### src/rtl/regfile_pkg.sv
// Shared register-file definitions: address width, default sizes and the
// address type used by the pipeline hazard logic.
package regfile_pkg;

  localparam int unsigned REG_ADDR_W = 5;
  localparam int unsigned NUM_REGS   = 32;
  localparam int unsigned DATA_W     = 32;
  localparam int unsigned SB_W       = 32;
  localparam int unsigned CNT_W      = 6;

  typedef logic [REG_ADDR_W-1:0] reg_addr_t;

  // True when a valid write-back targets the given nonzero read address.
  function automatic logic reg_hit(input logic valid, input reg_addr_t wb_rd,
                                   input reg_addr_t rd);
    return valid && (wb_rd == rd) && (rd != '0);
  endfunction

endpackage

### src/rtl/regfile_sb_popcount.sv
// sb_popcount: combinational population count of the 32-bit scoreboard.
module sb_popcount
  import regfile_pkg::SB_W;
  import regfile_pkg::CNT_W;
(
  input  logic [SB_W-1:0]  sb_i,
  output logic [CNT_W-1:0] cnt_o
);

  always_comb begin
    cnt_o = '0;
    for (int i = 0; i < int'(SB_W); i++) begin
      cnt_o = cnt_o + CNT_W'(sb_i[i]);
    end
  end

endmodule

### src/rtl/regfile_sb.sv
// Register file with a per-register pending-write scoreboard.
// Optional write-back to read bypass when REGFILE_BYPASS_EN is defined.
module regfile_sb
  import regfile_pkg::reg_addr_t;
  import regfile_pkg::reg_hit;
  import regfile_pkg::SB_W;
  import regfile_pkg::CNT_W;
#(
  parameter int unsigned DATA_W   = regfile_pkg::DATA_W,
  parameter int unsigned NUM_REGS = regfile_pkg::NUM_REGS
) (
  input  logic              clk_i,
  input  logic              rst_i,
  input  reg_addr_t         rs1_addr_i,
  input  reg_addr_t         rs2_addr_i,
  output logic [DATA_W-1:0] rs1_data_o,
  output logic [DATA_W-1:0] rs2_data_o,
  output logic              rs1_busy_o,
  output logic              rs2_busy_o,
  input  logic              issue_valid_i,
  input  reg_addr_t         issue_rd_i,
  input  logic              wb_valid_i,
  input  reg_addr_t         wb_rd_i,
  input  logic [DATA_W-1:0] wb_data_i,
  input  logic              flush_i,
  output logic [CNT_W-1:0]  busy_cnt_o
);

  logic [DATA_W-1:0] regs [NUM_REGS];
  logic [SB_W-1:0]   sb_q;
  logic [SB_W-1:0]   sb_d;
  logic [CNT_W-1:0]  cnt_d;
  logic              wr_en;

  assign wr_en = wb_valid_i && (wb_rd_i != '0) && (32'(wb_rd_i) < NUM_REGS);

  // Data array; x0 is never written so it stays 0.
  always_ff @(posedge clk_i or posedge rst_i) begin
    if (rst_i) begin
      for (int i = 0; i < int'(NUM_REGS); i++) begin
        regs[i] <= '0;
      end
    end else if (wr_en) begin
      regs[wb_rd_i] <= wb_data_i;
    end
  end

  // Next scoreboard: write-back clears, issue sets (set wins), flush clears all.
  always_comb begin
    sb_d = sb_q;
    if (wb_valid_i) begin
      sb_d[wb_rd_i] = 1'b0;
    end
    if (issue_valid_i && (issue_rd_i != '0)) begin
      sb_d[issue_rd_i] = 1'b1;
    end
    if (flush_i) begin
      sb_d = '0;
    end
    sb_d[0] = 1'b0;
  end

  sb_popcount u_popcount (
    .sb_i  (sb_d),
    .cnt_o (cnt_d)
  );

  // Count is taken from the next-state bits so it moves with the scoreboard.
  always_ff @(posedge clk_i or posedge rst_i) begin
    if (rst_i) begin
      sb_q       <= '0;
      busy_cnt_o <= '0;
    end else begin
      sb_q       <= sb_d;
      busy_cnt_o <= cnt_d;
    end
  end

  // Read ports; forced to 0 during reset so a bypass cannot leak through.
  always_comb begin
    rs1_data_o = '0;
    rs1_busy_o = 1'b0;
    rs2_data_o = '0;
    rs2_busy_o = 1'b0;
    if (!rst_i && (rs1_addr_i != '0) && (32'(rs1_addr_i) < NUM_REGS)) begin
      rs1_data_o = regs[rs1_addr_i];
      rs1_busy_o = sb_q[rs1_addr_i];
`ifdef REGFILE_BYPASS_EN
      if (reg_hit(wb_valid_i, wb_rd_i, rs1_addr_i)) begin
        rs1_data_o = wb_data_i;
        rs1_busy_o = 1'b0;
      end
`endif
    end
    if (!rst_i && (rs2_addr_i != '0) && (32'(rs2_addr_i) < NUM_REGS)) begin
      rs2_data_o = regs[rs2_addr_i];
      rs2_busy_o = sb_q[rs2_addr_i];
`ifdef REGFILE_BYPASS_EN
      if (reg_hit(wb_valid_i, wb_rd_i, rs2_addr_i)) begin
        rs2_data_o = wb_data_i;
        rs2_busy_o = 1'b0;
      end
`endif
    end
  end

endmodule
### config.mk
export PLATFORM = sky130hd
export DESIGN_NAME = regfile_sb
export DESIGN_NICKNAME = d
export VERILOG_FILES = /design/src/rtl/regfile_pkg.sv /design/src/rtl/regfile_sb_popcount.sv /design/src/rtl/regfile_sb.sv
export SDC_FILE = /design/constraint.sdc
export NUM_CORES = 2
export LEC_CHECK = 0
export ABC_AREA = 1
export BUFFER_PORTS_ARGS = -buffer_cell sky130_fd_sc_hd__buf_2
export CORE_MARGIN = 2
export CORE_UTILIZATION = 40
export CTS_CLUSTER_SIZE = 25
export DETAILED_ROUTE_END_ITERATION = 16
export MAX_ROUTING_LAYER = met4
export SYNTH_ARGS = -nofsm -noshare
export SYNTH_HDL_FRONTEND = slang
export SYNTH_SLANG_ARGS = --single-unit
### constraint.sdc
create_clock -name clk_i -period 70.8 [get_ports clk_i]
set_input_delay 7.08 -clock clk_i [delete_from_list [all_inputs] [get_ports clk_i]]
set_output_delay 7.08 -clock clk_i [all_outputs]
set_load 0.1 [all_outputs]
==> impl_metrics.json <==
{
  "status": "completed",
  "yosys.area_share.adder": 0.009620,
  "port_buffers": 128,
  "netlist_area_mm2": 0.05957,
  "end_kind": "output port",
  "tns_ns": 0,
  "cts_tree": "built",
  "drcViolationCount": 0,
  "leakagePower_nw": 30.60,
  "drive_gt1_frac": 0.06128,
  "relSlewSlack": 0.1610,
  "ys_seq_elements": 1061,
  "final_common_cell": "nand2_1",
  "dr.max_layer_used": "met4",
  "hold_class": "flip-flop to flip-flop",
  "cts_resized": 0,
  "syn_inst": 8605,
  "place_congestion": 0.8967,
  "hpwlAfterDp_um": 130100,
  "crit_family": "buffers and inverters",
  "layout_common_cells": "nand2_1, nand3_1, dfrtp_1",
  "post-route-period-util": 0.2712,
  "powerDensity_mw_per_mm2": 28.31,
  "htree_num_levels": 4,
  "synth.net_count": 8694,
  "clk_pin_slew_ns": 0.06,
  "postLayoutSetupSlackWorst_ns": 51.60,
  "gr-total-overflow": 0,
  "crit_chain": "buf_8 > buf_4 > buf_4 > buf_4 > nand2_1 > nand2_1 > nand2_1 > nand2_1 > nor2_1 > nand2_1 > nand3_1 > a21oi_1 > buf_2",
  "fill_cells": 15105,
  "wl_met1_um": 100100,
  "final-max-slew-violation-count": 0,
  "drt_iter0_drc": 8963,
  "vias": 59814,
  "wirelength_um": 248800,
  "clockBufferDepth": 3,
  "cts_made_buffers": 130,
  "area_growth_pct": 7.754,
  "placed_area_mm2": 0.06003,
  "ys_types": 31,
  "finalHoldViolations": 0,
  "worstPathArrival_ns": 12.12,
  "regArea_mm2": 0.02655,
  "ant_nets": 0,
  "final_cell_area_mm2": 0.06419,
  "wl_met3_um": 30000,
  "grt.total_usage": 0.3320,
  "finalPower_w": 0.001817,
  "dp.cells": 9998,
  "slowest_stage": "buf_4",
  "cts_setup_buffers": 0,
  "yosysSeqAreaShare": 0.4457,
  "dp_slack_ns": 51.86,
  "cts.sinks": 1061,
  "drv_cap": 0,
  "die_x_um": 389.9,
  "fin_nets": 8289,
  "dr_wl_met2_um": 104700,
  "crit_type": "input port to output port",
  "skew_ns": 0.007986,
  "synth_compound_area_frac": 0.1227,
  "root_buffer": "clkbuf_16",
  "core_area_mm2": 0.1478,
  "wl_per_cell_um": 24.32,
  "multi_input_area_mm2": 0.02881,
  "cp_max_fo": 91,
  "stdcell_count": 10233,
  "postCtsHoldBufs": 0,
  "via_per_inst": 5.845,
  "muxShareOfSynthArea": 0,
  "synth_top_family_by_area": "simple AND/OR/NAND/NOR gates",
  "ioPinCount": 129,
  "slowest_delay_ns": 0.88,
  "timing.critical_path.mode_cell": "nand2_1",
  "die-area_mm2": 0.1520,
  "tightest_slew_ns": 1.258,
  "start_util": 0.4029,
  "synth-xor-area-share": 0.0004411,
  "grt_pass1_vias": 54722,
  "antenna_found_initial": 15,
  "setup_viol": 0,
  "yosys.area_share.simple": 0.3484,
  "grt_max_degree": 164,
  "grt_pass1_wl_um": 367900,
  "rsz0062_at_grt": "no",
  "dr.pass1.iters": 8,
  "die_h_um": 389.9,
  "syn_area_per_cell_um2": 6.923,
  "rows": 141,
  "cp.buffers_inverters": 5,
  "clk_latency_ns": 0.78,
  "cp-start-kind": "input port",
  "vdd_drop_max_mv": 0.02748,
  "fin_crit_ns": 19.20,
  "fmax_ghz": 0.05209,
  "synth_warnings": 0,
  "cp.required_ns": 63.72
}
[report_power, final]
group,total (W),internal [W],switching [W],leakage (nW)
Sequential,0.000803,0.000716,0.0000864,13.7
Combinational,0.000356,0.000116,0.000240,14.8
Clock,0.000658,0.000381,0.000277,2.03
Total,0.00182,0.00121,0.000604,30.6
[final cells by class]
type                    count  share of cell area
diodes                     13           0.0005068
well taps                1930             0.03762
repair buffers            231             0.02398
flip-flops and latches   1061              0.4136
clock buffers             188             0.05883
inverters                 177             0.01125
clock inverters            34            0.005419
multi-input cells        6599              0.4488
[cell usage after synthesis (all sizes together)]
cell / number / share of area
nand2: 3798 / 0.24
nand3: 1126 / 0.095
dfrtp: 1061 / 0.45
o21ai: 978 / 0.084
a21oi: 453 / 0.038
buf: 425 / 0.040
clkbuf: 343 / 0.022
nor2: 191 / 0.013
inv: 175 / 0.011
fa: 23 / 0.0077
nor3: 13 / 0.0016
ha: 9 / 0.0019
clkinv: 2 / 0.00013
o41ai: 2 / 0.00074
xor2: 2 / 0.00029
a211oi: 1 / 0.00013
a22o: 1 / 0.00015
o21a: 1 / 0.00013
xnor2: 1 / 0.00015
[logic make-up after synthesis]
family / Yosys count
XOR/XNOR: 3
AND/OR/NAND/NOR: 5128
AO/OA/AOI/OAI: 1436
buffers and inverters: 945
adder cells (fa/ha/maj): 32
flip-flops: 1061
[registers in the layout (all words and copies together), names as in the netlist]
signal / count
sb_q: 31
busy_cnt_o: 6
regs: 1024
[final timing paths]
path | start | end | slack [ns] | cells after the start
max in group asynchronous | rst_i | regs[37] | 61.25 | 5
min in group asynchronous | rst_i | regs[860] | 6.38 | 2
worst min-delay path | regs[1006] | regs[1006] | 0.38 | 0
worst max-delay path | rs2_addr_i[0] | rs2_data_o[22] | 51.60 | 13
worst min register to register | regs[1006] | regs[1006] | 0.38 | 0
worst max register to register | sb_q[2] | busy_cnt_o[4] | 65.61 | 16
[layer usage]
layer,vias up,track usage
met5,-,-
met3,746,0.07719
li1,26947,-
met2,3742,0.4769
met1,28379,0.4387
met4,0,0.1653
[per-stage QoR]
stage               hold WS, ns  utilization
finish                   0.3786       0.4342
global placement         0.3647       0.4061
global route             0.3924       0.4341
detailed placement       0.3676       0.4061
floorplan                0.4290            -
CTS                      0.3802       0.4340
Note: power is estimated with default switching activity, not from simulation.
